==> src/rtl/sprite_sched_pkg.sv <==
// Shared types and constants for the sprite palette scheduler.
package sprite_sched_pkg;

  localparam int PAL_INDEX_W = 4;

  typedef logic [11:0] rgb12_t;

  localparam rgb12_t TRANSPARENT_RGB_DEFAULT = 12'hE0E;

  typedef enum logic [1:0] {
    IDLE,
    SCAN,
    DONE
  } sched_state_e;

endpackage

==> src/rtl/sprite_layer_pick.sv <==
// Opacity / priority test for the layer currently presented to the palette.
// A layer wins only if it is active, nothing higher-priority has won yet,
// and the palette did not return the colour key.
module sprite_layer_pick
  import sprite_sched_pkg::*;
#(
  parameter rgb12_t TRANSPARENT_RGB = TRANSPARENT_RGB_DEFAULT
) (
  input  logic   active_i,
  input  logic   hit_i,
  input  rgb12_t rgb_i,
  output logic   capture_o,
  output logic   hit_o
);

  // Full 12-bit compare: only the exact key is see-through.
  always_comb begin
    capture_o = active_i && !hit_i && (rgb_i != TRANSPARENT_RGB);
    hit_o     = hit_i || capture_o;
  end

endmodule

==> src/rtl/sprite_palette_scheduler.sv <==
// Time-multiplexes one shared 16-entry RGB palette across NUM_LAYERS sprite
// layers; per pixel, keeps the first opaque colour in priority order
// (layer 0 highest) or falls back to the background colour.
// Optional build macro SPRITE_SCHED_EARLY_EXIT_EN: stop scanning on the first
// opaque hit instead of always visiting every layer (colour is unchanged).
module sprite_palette_scheduler
  import sprite_sched_pkg::*;
#(
  parameter int     NUM_LAYERS      = 3,
  parameter rgb12_t TRANSPARENT_RGB = TRANSPARENT_RGB_DEFAULT,
  localparam int    LAYER_W         = $clog2(NUM_LAYERS)
) (
  input  logic                          Clk,
  input  logic                          Reset,
  input  logic                          pix_valid,
  output logic                          pix_ready,
  input  logic [NUM_LAYERS-1:0]         layer_active,
  input  logic [PAL_INDEX_W*NUM_LAYERS-1:0] layer_index,
  input  logic [11:0]                   bg_rgb,
  output logic                          pal_req,
  output logic [LAYER_W-1:0]            pal_layer,
  output logic [PAL_INDEX_W-1:0]        pal_index,
  input  logic [3:0]                    pal_red,
  input  logic [3:0]                    pal_green,
  input  logic [3:0]                    pal_blue,
  output logic                          out_valid,
  output logic [11:0]                   out_rgb
);

  sched_state_e state_q, state_d;
  logic [LAYER_W-1:0] cnt_q, cnt_d;
  logic               hit_q, hit_d;
  rgb12_t             winner_q, winner_d;
  rgb12_t             out_rgb_q, out_rgb_d;

  logic [NUM_LAYERS-1:0]                 act_q;
  logic [PAL_INDEX_W*NUM_LAYERS-1:0]     idx_q;
  rgb12_t                                bg_q;

  rgb12_t pal_rgb;
  logic   accept;
  logic   last_layer;
  logic   capture;
  logic   hit_next;
  logic   scan_end;

  assign pal_rgb    = {pal_red, pal_green, pal_blue};
  assign pix_ready  = (state_q != SCAN);
  assign accept     = pix_valid && pix_ready;
  assign last_layer = (cnt_q == LAYER_W'(NUM_LAYERS - 1));
  assign out_rgb    = out_rgb_q;

  sprite_layer_pick #(
    .TRANSPARENT_RGB(TRANSPARENT_RGB)
  ) u_pick (
    .active_i (act_q[cnt_q]),
    .hit_i    (hit_q),
    .rgb_i    (pal_rgb),
    .capture_o(capture),
    .hit_o    (hit_next)
  );

`ifdef SPRITE_SCHED_EARLY_EXIT_EN
  assign scan_end = last_layer || capture;
`else
  assign scan_end = last_layer;
`endif

  // Next-state, palette request and output strobe decode.
  always_comb begin
    // NOTE: every signal gets a default before the case so no path can leave
    // one unassigned, which would otherwise infer a latch.
    state_d   = state_q;
    cnt_d     = cnt_q;
    hit_d     = hit_q;
    winner_d  = winner_q;
    out_rgb_d = out_rgb_q;
    pal_req   = 1'b0;
    pal_layer = '0;
    pal_index = '0;
    out_valid = 1'b0;

    unique case (state_q)
      IDLE: begin
        if (accept) begin
          state_d = SCAN;
          cnt_d   = '0;
          hit_d   = 1'b0;
        end
      end

      SCAN: begin
        pal_req   = 1'b1;
        pal_layer = cnt_q;
        pal_index = idx_q[{cnt_q, 2'b00} +: PAL_INDEX_W];
        if (capture) begin
          winner_d = pal_rgb;
        end
        hit_d = hit_next;
        if (scan_end) begin
          state_d   = DONE;
          out_rgb_d = hit_next ? (capture ? pal_rgb : winner_q) : bg_q;
        end else begin
          cnt_d = cnt_q + LAYER_W'(1);
        end
      end

      DONE: begin
        out_valid = 1'b1;
        if (accept) begin
          state_d = SCAN;
          cnt_d   = '0;
          hit_d   = 1'b0;
        end else begin
          state_d = IDLE;
        end
      end

      default: state_d = IDLE;
    endcase
  end

  // State, scan bookkeeping and per-pixel input capture.
  always_ff @(posedge Clk) begin
    // NOTE: non-blocking assignments so every register samples the values
    // from before this edge, independent of statement order.
    if (Reset) begin
      state_q   <= IDLE;
      cnt_q     <= '0;
      hit_q     <= 1'b0;
      winner_q  <= '0;
      out_rgb_q <= '0;
      act_q     <= '0;
      idx_q     <= '0;
      bg_q      <= '0;
    end else begin
      state_q   <= state_d;
      cnt_q     <= cnt_d;
      hit_q     <= hit_d;
      winner_q  <= winner_d;
      out_rgb_q <= out_rgb_d;
      if (accept) begin
        act_q <= layer_active;
        idx_q <= layer_index;
        bg_q  <= bg_rgb;
      end
    end
  end

endmodule

==> config.mk <==
export PLATFORM = sky130hd
export DESIGN_NAME = sprite_palette_scheduler
export DESIGN_NICKNAME = d
export VERILOG_FILES = /design/src/rtl/sprite_sched_pkg.sv /design/src/rtl/sprite_layer_pick.sv /design/src/rtl/sprite_palette_scheduler.sv
export SDC_FILE = /design/constraint.sdc
export NUM_CORES = 1
export LEC_CHECK = 0
export CAP_MARGIN = 20
export CORE_MARGIN = 2
export CORE_UTILIZATION = 50
export DETAILED_ROUTE_END_ITERATION = 10
export DONT_BUFFER_PORTS = 1
export GPL_ROUTABILITY_DRIVEN = 0
export PLACE_DENSITY = 0.74
export SLEW_MARGIN = 10
export SYNTH_ARGS = -nofsm -noshare
export SYNTH_HDL_FRONTEND = slang
export SYNTH_SLANG_ARGS = --single-unit
==> constraint.sdc <==
create_clock -name Clk -period 1.69 [get_ports Clk]
set_input_delay 0.2535 -clock Clk [delete_from_list [all_inputs] [get_ports Clk]]
set_output_delay 0.2535 -clock Clk [all_outputs]
set_load 0.05 [all_outputs]
==> summary.md, run 1 <==
| Metric | Value |
|---|---|
| Tot Pwr | 0.002500 W |
| YS warnings | 0 |
| RSZ-0062 raised after global routing | yes |
| Total GRT Usage | 20.68% |
| Hold_ws | 0.009498 ns |
| IO Pins | 63 |
| Flop and latch count out of synthesis | 56 |
| Post-synthesis sequential area ratio | 44.36% |
| CTS tree | yes |
| FMAX | 605.7 MHz |
| CP endpoint kind | output port |
| WL met3 | 475 um |
| Cell Chain, Critical Path | buf_6 > buf_4 > nor2_1 > a21oi_1 > nor2_1 > buf_6 |
| Hold Crit Depth | 1 |
| Final instance area | 0.002932 mm^2 |
| Hold Path Class | primary input to register |
| Vias | 2043 |
| Placed Area | 0.002750 mm^2 |
| Grt ovf | 0 |
| Fin. max-slew vios | 0 |
| Antenna viol nets, final | 0 |
| Power Density | 852.8 mW/mm^2 |
| Vias in the first global route | 1820 |
| Layout cell share with drive strength beyond 1 | 18.53% |
| Vias per inst | 5.376 |
| MaxCap Viol Count | 0 |
| RR Endpoint | out_rgb[7] |
| Final net count | 357 |
| Initial antenna violation count | 0 |
| Largest net degree at the start of global routing | 70 |
| HPWL after DPL | 4.060 mm |
| Crit path DAT | 1.40 ns |
| Min Tclk post-route | 1.651 ns |
| FF-to-FF Start | cnt_q[0] |
| Crit Path Max Fanout | 6 |
| Clk buf depth | 2 |
| Critical Path RT | 1.44 ns |
| Top sig layer | met4 |
| Post-synth cell types | 34 |
| Inst Count DP | 371 |
| Die width | 75.10 um |
| Final WL | 5.662 mm |
| CTS Buf Count | 5 |
| Core area | 0.004786 mm^2 |
| DRT Pass-1 Iters | 4 |
| Fin crit share | 97.70% |
| Post-Layout Cell Count | 380 |
| Slew @ Worst Pin | 0.5282 ns |
| # rows | 25 |
| Clk pin slew, worst setup/hold paths | 0.09 ns |
| H-tree depth | 2 |
| Area Growth Syn to Fin | 15.99% |
| Root Driver | clkbuf_8 |
| Hold Path Sink | idx_q[6] |
| Reg-to-reg setup timing slack | 0.09 ns |
| CTS Sinks | 56 |
| First-pass GRT wire length | 8.825 mm |
| Drt initial violations | 161 |
| Worst slew margin | 64.74% |
| DRC | 0 |
| Latest clock arrival within the worst-skew pair | 0.30 ns |
| # diodes | 0 |
| Avg Cell Area, Syn | 8.539 um^2 |
| Skew final | 0.005879 ns |
| Critical Path Max Stage Delay | 0.37 ns |
| Core Util, Final | 61.25% |
| Peak supply drop | 0.5693 mV |
| DIE HEIGHT | 75.10 um |
| Commonest non-fill, non-tap cell in the layout | nand2_1 |
| Final setup violating endpoints | 0 |
| WL met1 | 2.571 mm |
| Post-DR wirelength/cell | 14.90 um |
| Initial Utilization | 52.81% |
| Slowest-stage cell, CP | dfxtp_4 |
| Status | finished clean |
| Met2 Routed Length | 2.568 mm |
| LEAKAGE | 1.080 nW |
| Worst R2R Path Depth | 7 |
| Area of the die | 0.005639 mm^2 |
| Most frequent cells in the layout | 67 x nand2_1, 53 x dfxtp_1, 43 x a21oi_1 |
| Mapped Cells | 296 |
| HP Start | Reset |
| Critical path type | register to output port |
| Endpoints failing hold | 0 |
| Element type at the critical path start | register |
| Synth Net Count | 339 |
| PortBufs | 0 |
| Fill cell count | 422 |
| Synth Cell Area | 0.002527 mm^2 |
==> worst max-delay path, delay by kind of cell (launching register included) <==
| kind | cells | cell delay (ns) |
|---|---|---|
| buffers and inverters | 3 | 0.44 |
| DFF | 1 | 0.37 |
| and+or+nand+nor | 2 | 0.24 |
| AOI/OAI and AO/OA | 1 | 0.05 |
==> where the power goes <==
part / switching (W) / total, W / internal [W]
combinational: 0.000150 / 0.000267 / 0.000117
sequential: 0.0000370 / 0.00140 / 0.00137
clock: 0.000402 / 0.000828 / 0.000426
total: 0.000589 / 0.00250 / 0.00191
==> worst max path at each step <==
stage | from | endpoint | slack (ns)
floorplan | state_q[0] | winner_q[10] | 0.006
global placement | state_q[1] | act_q[1] | 0.10
detailed placement | state_q[1] | act_q[2] | 0.06
CTS | cnt_q[0] | pal_index[1] | 0.02
global route | cnt_q[0] | pal_index[2] | -0.04
finish | cnt_q[1] | pal_index[2] | 0.04
==> metrics by stage <==
| stage | setup TNS [ns] | setup WS [ns] |
|---|---|---|
| 6_report | 0 | 0.03892 |
| 5_1_grt | -0.06846 | -0.04009 |
| 4_1_cts | 0 | 0.01951 |
| 3_5_place_dp | 0 | 0.05703 |
| 3_3_place_gp | 0 | 0.1043 |
| 2_1_floorplan | 0 | 0.006182 |
==> registers in the layout, summed over array words and instances, names as in the netlist <==
register / count
act_q: 3
hit_q: 1
state_q: 2
bg_q: 12
out_rgb: 12
idx_q: 12
winner_q: 12
cnt_q: 2
==> logic make-up after synthesis <==
| family | Yosys count | share of synthesized area [%] |
|---|---|---|
| flops | 56 | 44.36 |
| buf+inv | 26 | 5.297 |
| mux | 18 | 7.129 |
| fa+ha+maj | 1 | 0.4950 |
| xor+xnor | 1 | 0.3466 |
| simple gates | 132 | 25.54 |
| compound gates | 62 | 16.83 |
==> timing repair <==
action,4_1_cts,5_1_grt
resized for setup,8,12
hold endpoints to repair,0,4
pin swaps,0,1
hold buffers,0,1
setup buffers,0,2
endpoints found under the setup margin,5,23
==> per-layer routing <==
metal  track usage [%]  vias to the layer above
met5                 0                        -
met4             5.357                        0
met3             6.158                        5
met2             31.58                       65
met1             28.68                      936
li1                  -                     1037
==> synthesized netlist by cell type (all sizes together) <==
cell / n / area, um^2
nand3b: 1 / 7.510
a221oi: 1 / 8.760
and2: 3 / 20.02
a2111oi: 1 / 27.53
o21ba: 1 / 10.01
o2bb2ai: 1 / 8.760
buf: 11 / 77.57
a21oi: 43 / 215.2
dfxtp: 56 / 1121
and4bb: 3 / 37.54
ha: 1 / 12.51
nand2b: 25 / 156.4
o21bai: 1 / 7.510
a221o: 11 / 110.1
nand4bb: 1 / 16.27
a21boi: 1 / 7.510
nor2: 14 / 52.55
and3b: 1 / 8.760
nor2b: 2 / 12.51
a2bb2oi: 1 / 8.760
xnor2: 1 / 8.760
and3: 2 / 12.51
clkbuf: 12 / 45.04
o31ai: 1 / 21.27
inv: 3 / 11.26
nand2: 67 / 251.5
nand3: 12 / 65.06
mux2i: 18 / 180.2
nor3: 1 / 5.000
==> layout make-up <==
class | instances | area, um^2 | area share [%]
Multi-Input combinational cell | 214 | 1300 | 44.34
Sequential cell | 56 | 1130 | 38.54
Timing Repair Buffer | 34 | 304.0 | 10.37
Tap cell | 67 | 83.83 | 2.860
Clock buffer | 5 | 68.82 | 2.347
Clock inverter | 1 | 30.03 | 1.024
Inverter | 3 | 15.01 | 0.5122
Note: power is estimated with default switching activity, not from simulation.
==> inputs of run 2 (changes only) <==
clock period = 1.5 ns   (was 1.69 ns; I/O delays follow)
==> run 2 against run 1 <==
Against the previous run: the run now ends with hold timing, setup timing left; clock skew down 0.0011 ns; worst setup slack worse by 0.17 ns; sequential cell count stayed put; power up 8.7%; design area increased by 2.8%; clock-buffer cell count up 1; clock power decreased by 3.5%; combinational power is 25% higher; register-to-register slack got worse by 0.17 ns; sequential power rose by 13%; critical path depth shrank 1; sequential share of layout area is 1.0 points lower; highest routed layer unchanged.
==> summary.md, run 2 (same netlist as run 1, synthesis figures left out) <==
| Metric | Value |
|---|---|
| Status | complete, but fails checks (was finished clean) |
| Violated checks | hold timing, setup timing |
| Sequential Area | 0.001131 mm^2 (was 0.001130 mm^2) |
| Multi-input gate area | 0.001360 mm^2 (was 0.001300 mm^2) |
| Hold Path Class | primary input to register (unchanged) |
| Fill cell count | 415 (was 422) |
| # rows | 25 (unchanged) |
| Setup WS post-layout | -0.1312 ns (was 0.03892 ns) |
| Fin. max-slew vios | 0 (unchanged) |
| Latest clock arrival within the worst-skew pair | 0.30 ns (about the same) |
| Element type at the critical path start | register (unchanged) |
| Commonest non-fill, non-tap cell in the layout | nand2_1 (unchanged) |
| Die width | 75.10 um (unchanged) |
| Core area | 0.004786 mm^2 (unchanged) |
| Pre-CTS setup slack | -0.1429 ns (was 0.05703 ns) |
| Skew final | 0.004816 ns (was 0.005879 ns) |
| Inst Count DP | 375 (was 371) |
| CTS Buf Count | 5 (unchanged) |
| # diodes | 0 (unchanged) |
| Post-Layout Cell Count | 387 (was 380) |
| Placed Area | 0.002803 mm^2 (was 0.002750 mm^2) |
| Drt initial violations | 125 (was 161) |
| Root Driver | clkbuf_8 (unchanged) |
| Clk pin slew, worst setup/hold paths | 0.09 ns (about the same) |
| Area Growth Syn to Fin | 19.26% (was 15.99%) |
| Hold_ws | -0.02546 ns (was 0.009498 ns) |
| CTS Sinks | 56 (unchanged) |
| Fin crit share | 108.7% |
| Vias per inst | 5.434 (was 5.376) |
| Endpoints failing hold | 22 (was 0) |
| Slew @ Worst Pin | 0.3449 ns (was 0.5282 ns) |
| Clk buf depth | 2 (unchanged) |
| Initial Utilization | 52.81% (unchanged) |
| Final WL | 5.714 mm (was 5.662 mm) |
| Slowest-stage cell, CP | dfxtp_4 (unchanged) |
| Crit path DAT | 1.41 ns (was 1.40 ns) |
| Grt ovf | 0 (unchanged) |
| Post-DR wirelength/cell | 14.76 um (was 14.90 um) |
| Worst slew margin | 77.01% (was 64.74%) |
| LEAKAGE | 1.107 nW (was 1.080 nW) |
| Tot Pwr | 0.002718 W (was 0.002500 W) |
| HPWL after DPL | 3.994 mm (was 4.060 mm) |
| Final instance area | 0.003014 mm^2 (was 0.002932 mm^2) |
| Crit Path Max Fanout | 6 (unchanged) |
| Critical Path RT | 1.27 ns (was 1.44 ns) |
| Area of the die | 0.005639 mm^2 (unchanged) |
| Vias in the first global route | 1964 (was 1820) |
| Critical Path Max Stage Delay | 0.39 ns (was 0.37 ns) |
| Min Tclk post-route | 1.631 ns |
| Peak supply drop | 0.7516 mV (was 0.5693 mV) |
| Layout cell share with drive strength beyond 1 | 22.81% (was 18.53%) |
| MaxCap Viol Count | 0 (unchanged) |
| H-tree depth | 2 (unchanged) |
| DIE HEIGHT | 75.10 um (unchanged) |
| Antenna viol nets, final | 0 (unchanged) |
| Largest net degree at the start of global routing | 70 (unchanged) |
| Power Density | 901.8 mW/mm^2 (was 852.8 mW/mm^2) |
| FMAX | 613.0 MHz |
| Initial antenna violation count | 0 (unchanged) |
| Vias | 2103 (was 2043) |
| RSZ-0062 raised after global routing | yes (unchanged) |
| Most frequent cells in the layout | 67 x nand2_1, 52 x dfxtp_1, 42 x a21oi_1 (was 67 x nand2_1, 53 x dfxtp_1, 43 x a21oi_1) |
| PortBufs | 0 (unchanged) |
| Total GRT Usage | 21.16% (was 20.68%) |
| CP endpoint kind | output port (unchanged) |
| DRC | 0 (unchanged) |
| Critical path type | register to output port (unchanged) |
| DRT Pass-1 Iters | 4 (unchanged) |
| Final setup violating endpoints | 23 (was 0) |
| IO Pins | 63 (unchanged) |
| First-pass GRT wire length | 9.177 mm (was 8.825 mm) |
| Cell Chain, Critical Path | buf_6 > nor2b_4 > a21oi_1 > nor2_2 > buf_12 (was buf_6 > buf_4 > nor2_1 > a21oi_1 > nor2_1 > buf_6) |
| CTS tree | yes (unchanged) |
| Final net count | 363 (was 357) |
-- run 2: cell types whose count changed in the layout (fill, tap and decap cells not counted), moves of 2 or more --
cell    previous run  this run
and2_2             2         0
and2_4             0         2
buf_4             24        28
nor2_1            14        10
nor2_2             0         3
-- run 2: area by class of cell --
cell class / instances / share of cell area [%]
clock buffers: 6 / 2.408
clock inverters: 1 / 0.2906
multi-input cells: 216 / 45.12
well taps: 67 / 2.781
flip-flops and latches: 56 / 37.53
repair buffers: 38 / 11.29
inverters: 3 / 0.5812
-- run 2: worst paths after layout --
kind              startpoint            to  slack (ns)  cells after the start
setup reg to reg    cnt_q[0]    out_rgb[1]       -0.08                      6
setup / recovery    cnt_q[1]  pal_index[0]       -0.13                      5
hold reg to reg     idx_q[2]      idx_q[2]        0.45                      2
hold / removal         Reset    state_q[0]       -0.03                      1
-- run 2: per-layer routing --
layer | wire length (um) | global-route usage [%] | vias to the layer above
met3 | 406 | 4.953 | 4
met5 | 0 | 0 | -
met2 | 2688 | 33.82 | 71
met4 | 33 | 3.571 | 0
li1 | - | - | 1051
met1 | 2585 | 29.68 | 977
-- run 2: repair_timing --
action,in CTS,in global routing
setup buffers,0,3
setup endpoints to repair,32,29
gates cloned,2,0
gates resized for setup,20,8
endpoints found under the hold margin,31,20
pin swaps,4,16
-- run 2: power by group --
group	total [W]	internal, W	switching [W]
logic	0.000334	0.000152	0.000182
clock network	0.000799	0.000328	0.000471
registers	0.00158	0.00154	0.0000418
total	0.00272	0.00202	0.000695
-- run 2: worst max-delay path: cells and delay by family (launching register included) --
family	cells	cell delay, ns
AND/OR/NAND/NOR	2	0.34
buffers and inverters	2	0.27
AO/OA/AOI/OAI	1	0.09
flip-flops	1	0.39
-- run 2: through the flow --
stage	util (%)	setup TNS [ns]	hold slack, ns
final	62.98	-1.428	-0.02546
after global routing	62.98	-3.433	-0.04077
after CTS	61.78	-1.079	-0.02881
after detailed placement	58.56	-2.626	0.3026
after global placement	58.56	-1.719	0.2995
after floorplan	-	-3.133	0.3109
